`src/rtl/ex_wb_stage.sv`:
```
// EX/WB pipeline register and write-back stage: latches the ALU result, commits it once into the register file.
// Optional macro WB_BYPASS_EN forwards the value being committed onto the rs read port in the same cycle.
module ex_wb_stage #(
  parameter int unsigned DATA_W = 8,
  parameter int unsigned REG_N  = 8,
  parameter int unsigned CNT_W  = 16,
  localparam int unsigned ADDR_W = (REG_N > 1) ? $clog2(REG_N) : 1
) (
  input  logic              clk,
  input  logic              reset,
  input  logic              ex_valid,
  input  logic [DATA_W-1:0] ex_ans,
  input  logic [ADDR_W-1:0] ex_rd,
  input  logic              ex_reg_write,
  input  logic              stall,
  input  logic              flush,
  input  logic [ADDR_W-1:0] rs_addr,
  output logic [DATA_W-1:0] rs_data,
  output logic [DATA_W-1:0] wb_data,
  output logic [ADDR_W-1:0] wb_rd,
  output logic              wb_reg_write,
  output logic [CNT_W-1:0]  retire_count
);

  logic              valid_q, valid_d;
  logic              done_q,  done_d;
  logic [DATA_W-1:0] data_q,  data_d;
  logic [ADDR_W-1:0] rd_q,    rd_d;
  logic              rw_q,    rw_d;
  logic [CNT_W-1:0]  retire_q, retire_d;
  logic [DATA_W-1:0] regs_q [REG_N];
  logic [DATA_W-1:0] regs_d [REG_N];

  logic commit;
  logic we;

  // An entry commits only in its first WB cycle; done_q remembers it across stalls.
  assign commit = valid_q & ~done_q;
  assign we     = commit & rw_q;

  always_comb begin
    valid_d  = valid_q;
    done_d   = done_q;
    data_d   = data_q;
    rd_d     = rd_q;
    rw_d     = rw_q;
    retire_d = retire_q;
    regs_d   = regs_q;

    if (flush) begin
      valid_d = 1'b0;
      done_d  = 1'b0;
    end else if (stall) begin
      done_d = done_q | commit;
    end else begin
      valid_d = ex_valid;
      data_d  = ex_ans;
      rd_d    = ex_rd;
      rw_d    = ex_reg_write;
      done_d  = 1'b0;
    end

    // The resident entry writes even when the stage is being flushed or stalled.
    if (we) begin
      regs_d[rd_q] = data_q;
    end

    if (commit) begin
      retire_d = retire_q + CNT_W'(1);
    end
  end

  always_ff @(posedge clk or posedge reset) begin
    if (reset) begin
      valid_q  <= 1'b0;
      done_q   <= 1'b0;
      data_q   <= '0;
      rd_q     <= '0;
      rw_q     <= 1'b0;
      retire_q <= '0;
      regs_q   <= '{default: '0};
    end else begin
      valid_q  <= valid_d;
      done_q   <= done_d;
      data_q   <= data_d;
      rd_q     <= rd_d;
      rw_q     <= rw_d;
      retire_q <= retire_d;
      regs_q   <= regs_d;
    end
  end

  assign wb_data      = data_q;
  assign wb_rd        = rd_q;
  assign wb_reg_write = valid_q & rw_q;
  assign retire_count = retire_q;

  // Combinational read port feeding the ALU operand.
  always_comb begin
    rs_data = regs_q[rs_addr];
`ifdef WB_BYPASS_EN
    if (we && (rs_addr == rd_q)) begin
      rs_data = data_q;
    end
`endif
  end

endmodule

```
`config.mk`:
```
export PLATFORM = sky130hd
export DESIGN_NAME = ex_wb_stage
export DESIGN_NICKNAME = d
export VERILOG_FILES = /design/src/rtl/ex_wb_stage.sv
export SDC_FILE = /design/constraint.sdc
export NUM_CORES = 1
export LEC_CHECK = 0
export CORE_AREA = 2 2 82 123
export DETAILED_ROUTE_END_ITERATION = 16
export DIE_AREA = 0 0 84 125
export GPL_TIMING_DRIVEN = 0
export PLACE_DENSITY = 0.75
export SETUP_SLACK_MARGIN = 0.4
export SKIP_LAST_GASP = 1
export SLEW_MARGIN = 40
export SYNTH_ARGS = -nofsm -noshare
export SYNTH_HDL_FRONTEND = slang
export SYNTH_SLANG_ARGS = --single-unit
```
`constraint.sdc`:
```
create_clock -name clk -period 7.5 [get_ports clk]
set_clock_uncertainty 0.2 [all_clocks]
set_input_delay 0.75 -clock clk [delete_from_list [all_inputs] [get_ports clk]]
set_output_delay 0.75 -clock clk [all_outputs]
set_load 0.02 [all_outputs]
```
==> metrics.txt, run 1 <==
CTS tree=done; period utilisation layout=52.1%; pwr dens=294 nW/um2; WS Path Type=primary input to output pin; layout cells sized above 1=38.3%; most frequent CP cell=clkbuf_1; RSZ-0062 raised after global routing=no; Cells after Synth=264; highest clock rate=256 MHz; total CTS buffers=9; number of global-route vias before repair=2563; flop2flop setup slack=5400 ps; Worst-Skew Late Latency=330 ps; total track usage=17.0%; IR drop worst, VDD=0.000171 V; Max Fanout on Critical Path=10; largest net degree at the start of global routing=63; Leakage=2.32 nW; initial DRC count=90; routed len/inst=18.7 um; crit start category=primary input; Final WS setup=3600 ps; CTS Sinks=94; total congestion overflow=0; ys flop type=dfrtp_1; synth unique cells=32; post-route antenna net violation count=0; first-pass GRT wire length=13.7 mm; Initial Utilization=43.6%; clk buf depth=2; DRC viols=0; # hold bufs at CTS=0; Slew Limit Fails=0; outcome=finished clean; setup repair bufs after CTS=0; Worst Path Arrival=2950 ps; Die Y=125 um; HPWL after detailed placement=5.53 mm; post-layout min period=3900 ps; Post-synth EDFFs=0; nets=349; IO buf count=52; H-tree depth=3; relative slew slack=48.0%; number of diodes=0; drt total wl=8.36 mm; full die area=10500 um2; sequential element share of the synthesized area=56.6%; Buf+Inv Stages, Crit Path=3; Seq cells post-synth=94; core outline area=9520 um2; Syn Area/Cell=15.7 um2; I/O pin count=56; Die W=84 um; vias per cell=5.38; Top Family by Delay on Critical Path=buffers and inverters; Synth Net Count=285; max-cap viol count=0; row cnt=44; initial antenna violation count=0; Slew @ Worst Pin=780 ps; Vias=2403; cts repair resizes=0; final hold vios=0; Layout area overhead=23.0%; WP data required=6550 ps; gpl congestion=0.711; HP Class=flop to flop; crit-path cells=clkbuf_1 > clkbuf_1 > mux4_2 > mux2_2 > clkdlybuf4s50_1; Crit-path slowest cell=clkbuf_1; type of destination of the critical path=output pin; Synthesis Warnings=0; critical path's largest stage delay=580 ps; Setup TNS=0 ps; Fin Hold WS=281 ps; Pre-antenna DRT Iters=4; setup slack at placement=3570 ps; clock transition at the registers of the reported paths=60 ps; asr flop ratio synth=100%; Final Setup Violations=0; Root Driver=clkbuf_16; Mapped Area=4160 um2; Pwr Total=1.51 mW
## flip-flops by register name, summed over array words and instances (netlist names)
register and flops:
retire_count 16, wb_rd 3, rw_q 1, regs_q 64, valid_q 1, wb_data 8
done_q 1
## final timing paths
path	end	startpoint	depth (start not counted)
max reg2reg	regs_q[47]$_DFFE_PP0P_	wb_rd[0]$_DFFE_PP0P_	4
max in group asynchronous	regs_q[34]$_DFFE_PP0P_	reset	3
min reg2reg	regs_q[8]$_DFFE_PP0P_	regs_q[8]$_DFFE_PP0P_	1
min in group asynchronous	regs_q[29]$_DFFE_PP0P_	reset	2
min	regs_q[8]$_DFFE_PP0P_	regs_q[8]$_DFFE_PP0P_	1
max	rs_data[6]	rs_addr[1]	5
## area by class of cell
type                    instances  area, um2
plain buffers                  11       60.1
well taps                     115        144
multi-input cells             158       1740
fillers                       817       4410
flip-flops and latches         94       2350
clock buffers                  11        233
inverters                       1       8.76
repair buffers                 53        548
clock inverters                 4       25.0
## cell families after synthesis
logic type / share of synthesized area (%)
simple gates: 6.47
fa+ha+maj: 0.301
mux: 31.9
xor+xnor: 3.16
buf+inv: 1.53
flops: 56.6
## Yosys cell counts, types with 2 or more instances
cell      count  share of area (%)
nand3_1       4               0.48
nand2_1       5               0.45
dfrtp_1      94                 57
mux2_2       83                 22
nand3b_2      2               0.54
and3_1        4               0.60
buf_2         2               0.24
nand4_1       4               0.60
mux2_1        2               0.54
nor4_1        2               0.30
buf_6         2               0.54
mux4_2       16                8.7
nor2_1        6               0.54
nor3b_4       2               0.90
clkbuf_1      5               0.45
xnor2_1       5                1.1
xor2_1       10                2.1
nor3_1        2               0.24
## stage by stage
step | instance area [um2] | std cells | util (%)
after floorplan | 4160 | 264 | -
after global placement | 4820 | 431 | 50.6
after detailed placement | 4850 | 432 | 51.0
after CTS | 5110 | 447 | 53.7
after global routing | 5110 | 447 | 53.7
final | 5110 | 447 | 53.7
## metal layers
layer	global-route usage, %	vias to the layer above	routed length, um
li1	-	1093	-
met1	21.2	1251	3460
met2	28.8	51	4460
met3	4.62	8	342
met4	5.12	0	103
met5	0	-	0
## power by group
group          switching (mW)  internal (mW)  leakage [nW]
sequential             0.0879          0.639          1.23
combinational           0.144          0.230         0.968
clock                   0.182          0.222         0.121
total                   0.414           1.09          2.32
## layout by cell type (no fill, tap or decap)
| cell type | count |
|---|---|
| nor2b_2 | 1 |
| nand3_1 | 4 |
| nor3b_1 | 1 |
| ha_1 | 1 |
| clkinv_2 | 2 |
| nand2_2 | 1 |
| nor4_1 | 2 |
| mux2_1 | 2 |
| nand3_4 | 1 |
| nand2_1 | 5 |
| clkinvlp_4 | 2 |
| buf_1 | 1 |
| nor2_1 | 6 |
| mux4_2 | 16 |
| clkbuf_1 | 7 |
| and3_1 | 4 |
| clkbuf_2 | 1 |
| mux2_2 | 83 |
| nor3b_4 | 2 |
| mux2i_1 | 1 |
| buf_6 | 2 |
| nor2b_1 | 1 |
| nor2_2 | 1 |
| and2_1 | 1 |
| and3b_1 | 1 |
| buf_16 | 1 |
| nand3b_2 | 2 |
| clkdlybuf4s50_1 | 52 |
| buf_2 | 2 |
| nor3_1 | 2 |
| xnor2_1 | 5 |
| xor2_1 | 10 |
| nand4_1 | 4 |
| inv_6 | 1 |
| nand3b_1 | 1 |
| dfrtp_1 | 94 |
| clkbuf_16 | 9 |
(Power assumes the default switching activity.)
==> inputs of run 2 (changes only) <==
==> constraint.sdc (replaced) <==
create_clock -name clk -period 3.98 [get_ports clk]
set_clock_uncertainty 0.2 [all_clocks]
set_input_delay 0.398 -clock clk [delete_from_list [all_inputs] [get_ports clk]]
set_output_delay 0.398 -clock clk [all_outputs]
set_load 0.02 [all_outputs]
==> results of run 2 <==
The final DEF is identical to that of run 1. Status: finished clean.
Among the figures that moved: setup slack after placement 3570 ps -> 751 ps; setup slack after layout 3600 ps -> 780 ps; hold slack 281 ps -> 221 ps; register-to-register setup slack 5400 ps -> 1880 ps; total power 1.51 mW -> 2.84 mW; worst IR drop on VDD 0.000171 V -> 0.000323 V
==> inputs of run 3 (changes only) <==
--- a/config.mk
+++ b/config.mk
@@ -9,7 +9,7 @@
 export DETAILED_ROUTE_END_ITERATION = 16
 export DIE_AREA = 0 0 84 125
 export GPL_TIMING_DRIVEN = 0
-export PLACE_DENSITY = 0.75
+export PLACE_DENSITY = 0.78
 export SETUP_SLACK_MARGIN = 0.4
 export SKIP_LAST_GASP = 1
 export SLEW_MARGIN = 40
==> constraint.sdc (replaced) <==
create_clock -name clk -period 2.7 [get_ports clk]
set_clock_uncertainty 0.2 [all_clocks]
set_input_delay 0.27 -clock clk [delete_from_list [all_inputs] [get_ports clk]]
set_output_delay 0.27 -clock clk [all_outputs]
set_load 0.02 [all_outputs]
==> run 3 against run 2 <==
- clock-buffer cell count rose by 1
- largest cell class unchanged
- critical endpoint is now rs_data[0]
- via count rose by 1.5%
- sequential share of layout area fell by 1.1 points
- critical path depth fell by 2
- global-route usage rose by 0.34 points
- setup slack got worse by 330 ps
- final cell count rose by 0.45%
==> metrics.txt, run 3 (synthesized netlist as in run 1, its figures left out) <==
type of destination of the critical path=output pin; Largest register FFs=64 (unchanged); outcome=finished clean; setup repair bufs after CTS=0 (unchanged); Top Family by Delay on Critical Path=multiplexers; relative slew slack=52.4% (+4.4 points); pwr dens=840 nW/um2; vias per cell=5.43 (+1.1%); post-route insts no fill=449 (+0.45%); Placed Instances=434 (+0.46%); HP Class=primary input to async pin; Root Driver=clkbuf_16; final hold vios=0 (unchanged); initial antenna violation count=0 (unchanged); Slew @ Worst Pin=714 ps (-66.3 ps); Vias=2440 (+1.5%); initial DRC count=152 (+69%); WP data required=2230 ps; # hold bufs at CTS=0 (unchanged); core outline area=9520 um2 (unchanged); WS Path Type=flop to output pin; Leakage=2.40 nW (+3.6%); Max Fanout on Critical Path=2 (-8); HPWL after detailed placement=5.79 mm (+4.7%); I/O pin count=56 (unchanged); Buf+Inv Stages, Crit Path=1 (-2); clk buf depth=2 (unchanged); Slew Limit Fails=0 (unchanged); number of global-route vias before repair=2674 (+4.3%); Die Y=125 um (unchanged); Final WS setup=451 ps; Pre-antenna DRT Iters=4 (unchanged); Crit-path slowest cell=mux4_2; WP depth=3 (-2); critical path's largest stage delay=470 ps (-110 ps); nets=351 (+0.57%); RSZ-0062 raised after global routing=no; max-cap viol count=0 (unchanged); Fin Hold WS=134 ps; crit-path cells=mux4_2 > mux2_2 > dlygate4sd2_1; worst r2r path cells=4 (unchanged); routed len/inst=18.4 um (-1.4%); clock transition at the registers of the reported paths=60 ps (about the same); Final Setup Violations=0 (unchanged); total CTS buffers=9 (unchanged); first-pass GRT wire length=14.0 mm (+2.3%); Initial Utilization=43.6% (unchanged); row cnt=44 (unchanged); CTS tree=done; layout cells sized above 1=39.8% (+1.6 points); Worst-Skew Late Latency=330 ps (about the same); DRC viols=0 (unchanged); Worst Path Arrival=1780 ps; IR drop worst, VDD=0.000623 V; post-layout min period=2250 ps; Die W=84 um (unchanged); CTS Sinks=94 (unchanged); period utilisation layout=83.3%; most flop-heavy register=regs_q; gpl congestion=0.737 (+3.7%); full die area=10500 um2 (unchanged); H-tree depth=3 (unchanged); most common cell after layout, fill and taps aside=dfrtp_1; number of diodes=0 (unchanged); IO buf count=52 (unchanged); post-route antenna net violation count=0 (unchanged); most frequent cells in the layout=dfrtp_1, mux2_2, clkdlybuf4s50_1, mux4_2, xor2_1; total track usage=17.3% (+0.34 points); largest net degree at the start of global routing=28 (-56%); setup slack at placement=-276 ps; Layout area overhead=26.0%; highest clock rate=445 MHz; drt total wl=8.28 mm (-0.96%); crit start category=flop; total congestion overflow=0 (unchanged)
[run 3: repair_timing]
item                       in CTS  in global routing
setup endpoints to repair       8                  5
gates resized for setup        15                  6
hold endpoints to repair        0                  0
pin swaps                       0                  0
[run 3: layout make-up]
cell class              instances  area (um2)
multi-input cells             158        1740
flip-flops and latches         94        2350
clock inverters                 3        67.6
repair buffers                 55         586
clock buffers                  12         256
fillers                       782        4290
plain buffers                  11        82.6
inverters                       1        7.51
well taps                     115         144
[run 3: worst register-to-register path: cells and delay by family (launching register included)]
kind          cells  cell delay (ps)
simple gates      2              710
flops             1              390
mux               1              470
buf+inv           1              220
[run 3: final timing paths]
| kind | startpoint | end | slack, ps |
|---|---|---|---|
| min reg2reg | retire_count[15]$_DFFE_PP0P_ | retire_count[15]$_DFFE_PP0P_ | 270 |
| min in group clk | retire_count[15]$_DFFE_PP0P_ | retire_count[15]$_DFFE_PP0P_ | 270 |
| max | regs_q[32]$_DFFE_PP0P_ | rs_data[0] | 450 |
| max in group asynchronous | reset | regs_q[31]$_DFFE_PP0P_ | 1470 |
| min | reset | done_q$_DFF_PP0_ | 130 |
| max reg2reg | wb_rd[2]$_DFFE_PP0P_ | regs_q[46]$_DFFE_PP0P_ | 580 |
[run 3: through the flow]
| stage | util (%) | power [mW] | instance area [um2] | setup TNS [ps] |
|---|---|---|---|---|
| 6_report | 55.0 | 4.40 | 5240 | 0 |
| 5_1_grt | 55.0 | 4.63 | 5240 | 0 |
| 3_3_place_gp | 50.7 | 3.03 | 4820 | -1950 |
| 2_1_floorplan | - | 2.69 | 4160 | 0 |
| 4_1_cts | 54.9 | 4.44 | 5230 | 0 |
| 3_5_place_dp | 51.4 | 3.11 | 4900 | -2060 |
[run 3: power breakdown]
group	total, mW	internal [mW]	switching (mW)
logic	1.03	0.622	0.411
clock network	1.34	0.856	0.485
registers	2.02	1.78	0.247
[run 3: layer usage]
metal | track usage, % | vias up | part of all wire (%)
li1 | - | 1110 | -
met1 | 22.5 | 1248 | 42
met2 | 28.6 | 63 | 52
met3 | 3.43 | 19 | 3.7
met4 | 7.02 | 0 | 2.2
met5 | 0 | - | 0
